`src/rtl/datapath_issuer.sv`:
```
// Operand-side front end for the N-bit arithmetic datapath: queues {opcode, A, B}
// commands, holds each on dp_* for SETTLE cycles, then returns the captured Y/co in order.
module datapath_issuer #(
  parameter int N      = 16,
  parameter int DEPTH  = 4,
  parameter int SETTLE = 1
) (
  input  logic         clk,
  input  logic         rst_n,
  input  logic         cmd_valid,
  output logic         cmd_ready,
  input  logic [2:0]   cmd_opcode,
  input  logic [N-1:0] cmd_a,
  input  logic [N-1:0] cmd_b,
  output logic [2:0]   dp_opcode,
  output logic [N-1:0] dp_a,
  output logic [N-1:0] dp_b,
  input  logic [N-1:0] dp_y,
  input  logic         dp_co,
  output logic         rsp_valid,
  input  logic         rsp_ready,
  output logic [N-1:0] rsp_y,
  output logic         rsp_co,
  output logic [2:0]   rsp_opcode,
  output logic [15:0]  issue_count
);

  localparam int AW = (DEPTH > 1) ? $clog2(DEPTH) : 1;
  localparam int CW = (SETTLE > 1) ? $clog2(SETTLE) : 1;
  localparam logic [CW-1:0] SETTLE_LOAD = CW'(SETTLE - 1);
  localparam logic [AW:0]   FULL_COUNT  = (AW + 1)'(DEPTH);

  typedef struct packed {
    logic [2:0]   opcode;
    logic [N-1:0] a;
    logic [N-1:0] b;
  } cmd_t;

  typedef enum logic [1:0] {IDLE, DRIVE, RESP} state_e;

  cmd_t          mem_q [DEPTH];
  logic [AW-1:0] wr_ptr_q, wr_ptr_d, rd_ptr_q, rd_ptr_d;
  logic [AW:0]   count_q, count_d;
  state_e        state_q, state_d;
  logic [CW-1:0] settle_q, settle_d;
  cmd_t          dp_q, dp_d;
  logic [N-1:0]  rsp_y_q, rsp_y_d;
  logic          rsp_co_q, rsp_co_d;
  logic [2:0]    rsp_op_q, rsp_op_d;
  logic          rsp_valid_q, rsp_valid_d;
  logic [15:0]   issue_count_q, issue_count_d;
  logic          full, empty, push, pop;

  assign full      = (count_q == FULL_COUNT);
  assign empty     = (count_q == '0);
  assign cmd_ready = rst_n && !full;
  assign push      = cmd_valid && cmd_ready;

  // NOTE: storage has no reset; the pointers and count alone define what is valid.
  always_ff @(posedge clk) begin
    if (push) mem_q[wr_ptr_q] <= '{opcode: cmd_opcode, a: cmd_a, b: cmd_b};
  end

  // NOTE: every signal gets its default first, so no path leaves one unassigned (no latches).
  always_comb begin
    state_d       = state_q;
    settle_d      = settle_q;
    dp_d          = dp_q;
    rsp_y_d       = rsp_y_q;
    rsp_co_d      = rsp_co_q;
    rsp_op_d      = rsp_op_q;
    rsp_valid_d   = rsp_valid_q;
    issue_count_d = issue_count_q;
    pop           = 1'b0;

    case (state_q)
      IDLE: begin
        if (!empty) begin
          pop      = 1'b1;
          dp_d     = mem_q[rd_ptr_q];
          settle_d = SETTLE_LOAD;
          state_d  = DRIVE;
        end
      end
      DRIVE: begin
        if (settle_q == '0) begin
          rsp_y_d     = dp_y;
          rsp_co_d    = dp_co;
          rsp_op_d    = dp_q.opcode;
          rsp_valid_d = 1'b1;
          state_d     = RESP;
        end else begin
          settle_d = settle_q - 1'b1;
        end
      end
      RESP: begin
        if (rsp_ready) begin
          issue_count_d = issue_count_q + 16'd1;
          rsp_valid_d   = 1'b0;
          // Chain straight into the next command so the handshake edge is also the pop edge.
          if (!empty) begin
            pop      = 1'b1;
            dp_d     = mem_q[rd_ptr_q];
            settle_d = SETTLE_LOAD;
            state_d  = DRIVE;
          end else begin
            state_d = IDLE;
          end
        end
      end
      default: state_d = IDLE;
    endcase

    wr_ptr_d = push ? wr_ptr_q + 1'b1 : wr_ptr_q;
    rd_ptr_d = pop  ? rd_ptr_q + 1'b1 : rd_ptr_q;
    case ({push, pop})
      2'b10:   count_d = count_q + 1'b1;
      2'b01:   count_d = count_q - 1'b1;
      default: count_d = count_q;
    endcase
  end

  // NOTE: state registers use non-blocking assignments so all of them update together on the edge.
  always_ff @(posedge clk or negedge rst_n) begin
    if (!rst_n) begin
      state_q       <= IDLE;
      settle_q      <= '0;
      wr_ptr_q      <= '0;
      rd_ptr_q      <= '0;
      count_q       <= '0;
      dp_q          <= '0;
      rsp_y_q       <= '0;
      rsp_co_q      <= 1'b0;
      rsp_op_q      <= '0;
      rsp_valid_q   <= 1'b0;
      issue_count_q <= '0;
    end else begin
      state_q       <= state_d;
      settle_q      <= settle_d;
      wr_ptr_q      <= wr_ptr_d;
      rd_ptr_q      <= rd_ptr_d;
      count_q       <= count_d;
      dp_q          <= dp_d;
      rsp_y_q       <= rsp_y_d;
      rsp_co_q      <= rsp_co_d;
      rsp_op_q      <= rsp_op_d;
      rsp_valid_q   <= rsp_valid_d;
      issue_count_q <= issue_count_d;
    end
  end

  assign dp_opcode   = dp_q.opcode;
  assign dp_a        = dp_q.a;
  assign dp_b        = dp_q.b;
  assign rsp_valid   = rsp_valid_q;
  assign rsp_y       = rsp_y_q;
  assign rsp_co      = rsp_co_q;
  assign rsp_opcode  = rsp_op_q;
  assign issue_count = issue_count_q;

endmodule
```
`config.mk`:
```
export PLATFORM = sky130hd
export DESIGN_NAME = datapath_issuer
export DESIGN_NICKNAME = d
export VERILOG_FILES = /design/src/rtl/datapath_issuer.sv
export SDC_FILE = /design/constraint.sdc
export NUM_CORES = 1
export LEC_CHECK = 0
export CAP_MARGIN = 0
export CORE_MARGIN = 4
export CORE_UTILIZATION = 30
export CTS_BUF_LIST = sky130_fd_sc_hd__clkbuf_4 sky130_fd_sc_hd__clkbuf_8 sky130_fd_sc_hd__clkbuf_16
export CTS_CLUSTER_DIAMETER = 200
export CTS_CLUSTER_SIZE = 30
export DETAILED_ROUTE_END_ITERATION = 12
export HOLD_SLACK_MARGIN = 0.02
export MAX_ROUTING_LAYER = met4
export PLACE_DENSITY = 0.62
export SLEW_MARGIN = 0
export SYNTH_ARGS = -nofsm -noshare
export SYNTH_HDL_FRONTEND = slang
export SYNTH_SLANG_ARGS = --single-unit
```
`constraint.sdc`:
```
create_clock -name clk -period 2.1 [get_ports clk]
set_input_delay 0.21 -clock clk [delete_from_list [all_inputs] [get_ports clk]]
set_output_delay 0.21 -clock clk [all_outputs]
set_load 0.005 [all_outputs]
```
==> results.toml, run 1 <==
[logic_synthesis]
yosysUniqueCellTypes = 37
synth_warnings = 0
netlist_instances = 416
async_reset_ff_share_pct = 36.9
ys_ff_latch = 222
synth_seq_area_share_pct = 73.8
syn-num-nets = 479
synth-edff-count = 140
syn_area_sq_um = 8470
synth_top_flop_cell = "edfxtp_1"
syn_area_per_cell_sq_um = 20.4

[detailed_routing]
postRouteAntennaNets = 0
drt_iter0_drc = 203
num_vias = 4180
wire_per_inst_um = 17.7
first_pass_iters = 4
drc = 0
drt-total-wl_um = 16800
vias_per_cell = 4.42

[min_path]
min_path_type = "in2async"

[worst_setup_path]
cp_common_cell = "inv_1"
cp-end-kind = "flip-flop"
crit_path_cell_trace = "inv_1 > a31oi_2 > and2_1 > inv_1 > ha_1 > inv_1 > fa_1 > xor2_1 > nor2_1 > xor2_1"
crit_family = "adder cells"
worst_setup_path_start_kind = "flip-flop"
cp.arrival_ns = 2.38
path_max_fanout = 3
crit_required_ns = 2.49
cp_slowest_stage_delay_ns = 0.40
crit_buf_inv = 3
worstSetupPathType = "reg2reg"
crit_path_top_delay_cell = "dfrtp_1"
rrSetupSlack_ns = 0.12

[timing]
fmax_mhz = 505
period_needed_ns = 1.98
rsz0062_at_grt = "false"
slew_violations = 0
fin_worst_skew_ns = 0.0223
finalSetupViolCount = 0
max_slew_margin_pct = 51.3
hold_violations = 0
setup_tns_ns = 0
fin_crit_sh_pct = 94.4
worst_pin_slew_ns = 0.730

[cts]
clk_pin_slew_ns = 0.11
clock-sinks = 222
cts-root-buf = "clkbuf_16"
cts_buffers = 11
clockBufferDepth = 3
cts_tree = "yes"
htreeDepth = 1
clock_latency_ns = 0.47

[floorplanning]
die_h_um = 176
start_util_pct = 30.4
core_area_sq_um = 27900
die_w_um = 176
dieArea_sq_um = 31000
ios = 129
rows = 61

[placement]
hpwl_um = 10800
place_congestion = 0.722
port_buffers = 128

[pwr]
ir_drop_mv = 0.624
switchingPower_mw = 3.79
clkPwrFrac_pct = 17.6
switching_share_pct = 27.8
p_comb_share_pct = 36.6
p_total_mw = 13.6
internal-power_mw = 9.83
leakage_nw = 3.84
power-per-cell-area_nw_per_um2 = 1280
power.share.sequential_pct = 45.8

[run]
maxCapViolations = 0

[global_route]
antenna_found_initial = 0
grt_max_degree = 56
met3_usage_pct = 1.97
grt_util_met2_pct = 19.3
grt_pass1_vias = 4660
grt_pass1_wl_um = 26600
met1_usage_pct = 13.9
grt_overflow = 0
grtUsageTotal_pct = 11.1
top_usage_layer = "met2"

[layout]
drive_above_1_share_pct = 24.7
final_nets = 626
layout_common_cells = "140 x edfxtp_1, 126 x clkdlybuf4s50_1, 80 x dfrtp_1"
layout_commonest_cell = "edfxtp_1"
layout-area-overhead-vs-synth_pct = 26.0
diodes = 0

[outcome]
outcome = "complete, no violations"
layer usage:
metal	vias up	share of wire, %
met5	-	0
met4	0	1.3
met2	104	51
li1	1880	-
met3	15	4.3
met1	2181	44
power by group through the flow:
| stage | combinational (mW) | sequential (mW) | clock, mW |
|---|---|---|---|
| 6_report | 4.99 | 6.23 | 2.40 |
| 5_1_grt | 5.43 | 6.36 | 2.69 |
| 4_1_cts | 5.12 | 6.26 | 2.53 |
| 3_5_place_dp | 5.12 | 6.34 | 0 |
| 3_3_place_gp | 4.95 | 6.29 | 0 |
| 2_1_floorplan | 2.93 | 6.26 | 0 |
logic make-up after synthesis:
logic type,after synthesis,synth area share [%]
flip-flops,222,73.8
multiplexers,93,17.5
AND/OR/NAND/NOR,42,3.09
buffers and inverters,26,1.85
XOR/XNOR,21,2.17
adder cells (fa/ha/maj),7,1.12
AO/OA/AOI/OAI,5,0.414
layout make-up:
class                           instances  area [sq um]
Clock inverter                          1          20.0
Sequential cell                       222          6260
Fill cell                            2528         17200
Multi-Input combinational cell        168          2080
Clock buffer                           16           313
Timing Repair Buffer                  149          1490
Inverter                               11          41.3
Tap cell                              378           473
final timing paths:
kind,depth (start not counted),startpoint,to
setup / recovery,10,count_q[1],count_q[2]
hold / removal,3,rst_n,dp_b[14]
setup reg to reg,10,count_q[1],count_q[2]
hold reg to reg,1,issue_count[15],issue_count[15]
max in group asynchronous,4,rst_n,dp_a[12]
min in group clk,2,dp_y[11],rsp_y[11]
worst reg2reg max path, stage by stage, from the launching register on:
cell and delay, ns:
dfrtp_1 0.40, inv_1 0.13, a31oi_2 0.11, and2_1 0.18
inv_1 0.06, ha_1 0.16, inv_1 0.06, fa_1 0.37
xor2_1 0.15, nor2_1 0.11, xor2_1 0.18
flip-flops by register name (all words and copies together), names as in the netlist, 2 cells and up:
signal	cells
mem_q	140
dp_a	16
dp_b	16
issue_count	16
rsp_y	16
count_q	3
dp_opcode	3
rsp_opcode	3
rd_ptr_q	2
state_q	2
wr_ptr_q	2
stage by stage:
stage	hold WS (ns)	cells	utilization, %	instance area [sq um]	setup WS (ns)
6_report	0.348	945	38.3	10700	0.118
5_1_grt	0.322	945	38.3	10700	0.000981
4_1_cts	0.319	943	38.2	10700	0.00835
3_5_place_dp	0.285	925	37.0	10300	0.0109
3_3_place_gp	0.277	925	37.0	10300	0.0704
2_1_floorplan	-0.0856	416	-	8470	0.0207
what timing repair did:
| action | in CTS | in global routing |
|---|---|---|
| buffers inserted | 0 | 2 |
| endpoints found under the hold margin | 27 | 0 |
| resized for setup | 0 | 3 |
| hold buffers | 1 | 0 |
| setup endpoints to repair | 0 | 2 |
Yosys cell counts (4+ instances only):
master,count,area (sq um)
and3_1,4,25.0
buf_2,8,40.0
xor2_1,9,78.8
and2_1,4,25.0
edfxtp_1,140,4200
inv_1,11,41.3
mux2_1,4,45.0
nand2_1,7,26.3
mux4_2,34,766
xnor2_1,12,105
mux2_2,42,473
mux2_4,11,165
buf_6,4,45.0
nor2_1,7,26.3
ha_1,6,75.1
dfrtp_1,82,2050
(Power assumes the default switching activity.)
==> inputs of run 2 (changes only) <==
--- a/config.mk
+++ b/config.mk
@@ -15,6 +15,7 @@
 export HOLD_SLACK_MARGIN = 0.02
 export MAX_ROUTING_LAYER = met4
 export PLACE_DENSITY = 0.62
+export SKIP_LAST_GASP = 1
 export SLEW_MARGIN = 0
 export SYNTH_ARGS = -nofsm -noshare
 export SYNTH_HDL_FRONTEND = slang
==> results of run 2 <==
The final DEF is identical to that of run 1; final timing and power are the same.
==> inputs of run 3 (changes only) <==
--- a/config.mk
+++ b/config.mk
@@ -13,10 +13,10 @@
 export CTS_CLUSTER_SIZE = 30
 export DETAILED_ROUTE_END_ITERATION = 12
 export HOLD_SLACK_MARGIN = 0.02
-export MAX_ROUTING_LAYER = met4
 export PLACE_DENSITY = 0.62
 export SKIP_LAST_GASP = 1
 export SLEW_MARGIN = 0
 export SYNTH_ARGS = -nofsm -noshare
 export SYNTH_HDL_FRONTEND = slang
 export SYNTH_SLANG_ARGS = --single-unit
+export TNS_END_PERCENT = 5
==> run 3 against run 2 <==
Combinational power about the same. Via count about the same. Register-to-register slack worse by 0.03 ns. Die area unchanged. Core utilization unchanged. Clock power about the same. Maximum frequency decreased by 1.6%. Sequential power barely moved. First-iteration DRC count increased by 4.9%. Sequential share of layout area is the same. Highest routed layer unchanged.
==> results.toml, run 3 (synthesis gave the netlist of run 1 again) <==
[detailed_routing]
drc = 0
wire_per_inst_um = 17.7
drt-total-wl_um = 16700
postRouteAntennaNets = 0
first_pass_iters = 4
drt_iter0_drc = 213
num_vias = 4178
vias_per_cell = 4.42

[pwr]
leakage_nw = 3.84
p_comb_share_pct = 36.6
switching_share_pct = 27.8
clkPwrFrac_pct = 17.6
internal-power_mw = 9.83
switchingPower_mw = 3.79
power.share.sequential_pct = 45.8
ir_drop_mv = 0.628
power-per-cell-area_nw_per_um2 = 1280

[floorplanning]
die_w_um = 176
ios = 129
die_h_um = 176
dieArea_sq_um = 31000
rows = 61
core_area_sq_um = 27900
start_util_pct = 30.4

[timing]
fin_worst_skew_ns = 0.0211
finalSetupViolCount = 0
worst_pin_slew_ns = 0.731
fmax_mhz = 496
period_needed_ns = 2.01
fin_crit_sh_pct = 95.9
slew_violations = 0
rsz0062_at_grt = "true"
fin_hold_ws_ns = 0.349
max_slew_margin_pct = 51.3
setup_tns_ns = 0
hold_violations = 0

[worst_setup_path]
reg2regPathDepth = 10
worst_setup_path_start_kind = "flip-flop"
path_max_fanout = 3
crit_path_top_delay_cell = "dfrtp_1"
crit_path_cell_trace = "inv_1 > a31oi_2 > and2_1 > inv_1 > ha_1 > inv_1 > fa_1 > xor2_1 > nor2_1 > xor2_1"
cp_slowest_stage_delay_ns = 0.43
crit_family = "adder cells"
crit_required_ns = 2.49
crit_buf_inv = 3
rrSetupSlack_ns = 0.09
cp_common_cell = "inv_1"
r2r-start = "count_q[0]"
cp.arrival_ns = 2.41
cp-end-kind = "flip-flop"
r2r_end = "count_q[2]"
worstSetupPathType = "reg2reg"

[global_route]
antenna_found_initial = 0
grt_max_degree = 56
grt_pass1_wl_um = 26500
grt_pass1_vias = 4667
grt_overflow = 0
grtUsageTotal_pct = 10.7

[placement]
dp.cells = 925
place_congestion = 0.712
hpwl_um = 10800
port_buffers = 128

[layout]
layout_commonest_cell = "edfxtp_1"
layout-area-overhead-vs-synth_pct = 26.0
drive_above_1_share_pct = 24.5
layout_common_cells = "140 x edfxtp_1, 126 x clkdlybuf4s50_1, 80 x dfrtp_1"
final_nets = 626
largest_reg_flops = 140
regMostFlops = "mem_q"
final_cells = 945
diodes = 0
fin_util_pct = 38.3

[outcome]
outcome = "complete, no violations"

[cts]
clock_latency_ns = 0.47
cts-root-buf = "clkbuf_16"
cts_buffers = 11
clockBufferDepth = 3
clk_pin_slew_ns = 0.11
cts_tree = "yes"
clock-sinks = 222
htreeDepth = 1

[min_path]
min_path_type = "in2async"

[run]
maxCapViolations = 0
-- run 3: changes by cell type in the layout (fill, tap and decap cells not counted) --
| cell | previous run | this run |
|---|---|---|
| inv_1 | 10 | 11 |
| inv_2 | 1 | 0 |
-- run 3: worst min-delay path, stage by stage --
cell and delay (ns):
dlygate4sd3_1 0.55, buf_4 0.12, buf_4 0.37
-- run 3: routing by layer --
layer  GRT usage [%]  vias up  share of wire (%)  routed length (um)
met5               0        -                  0                   0
li1                -     1880                  -                   -
met3            2.16       16                4.7                 777
met2            19.3      100                 51                8510
met4            1.69        0                1.4                 228
met1            13.8     2182                 43                7190
-- run 3: worst max path at each step --
stage / from / endpoint / slack, ns / cells past startpoint
2_1_floorplan: count_q[1] / mem_q[0][0] / 0.02 / 3
3_3_place_gp: rsp_ready / dp_b[12] / 0.07 / 5
3_5_place_dp: rsp_ready / count_q[2] / 0.01 / 9
4_1_cts: count_q[1] / cmd_ready / 0.008 / 4
5_1_grt: count_q[0] / count_q[2] / -0.02 / 10
6_report: count_q[0] / count_q[2] / 0.09 / 10
-- run 3: through the flow --
stage | instance area (sq um) | setup slack, ns | total power [mW]
finish | 10700 | 0.0853 | 13.6
global route | 10700 | -0.0161 | 14.5
CTS | 10700 | 0.00835 | 13.9
detailed placement | 10300 | 0.0109 | 11.5
global placement | 10300 | 0.0704 | 11.2
floorplan | 8470 | 0.0207 | 9.19
-- run 3: power groups by stage --
stage | clock network [mW] | logic, mW | registers [mW]
2_1_floorplan | 0 | 2.93 | 6.26
3_3_place_gp | 0 | 4.95 | 6.29
3_5_place_dp | 0 | 5.12 | 6.34
4_1_cts | 2.53 | 5.12 | 6.26
5_1_grt | 2.69 | 5.43 | 6.36
6_report | 2.40 | 4.99 | 6.23
-- run 3: repair_timing --
| action | CTS | global route |
|---|---|---|
| gates resized for setup | 0 | 2 |
| endpoints found under the hold margin | 27 | 0 |
| buffers inserted | 0 | 2 |
| hold buffers | 1 | 0 |
| endpoints found under the setup margin | 0 | 2 |
-- run 3: cell type report --
| cell class | instances | area (sq um) |
|---|---|---|
| clock inverter | 1 | 20.0 |
| multi-input combinational | 168 | 2080 |
| tap | 378 | 473 |
| clock buffer | 16 | 313 |
| sequential | 222 | 6260 |
| inverter | 11 | 41.3 |
| fill | 2528 | 17200 |
| timing repair buffer | 149 | 1490 |
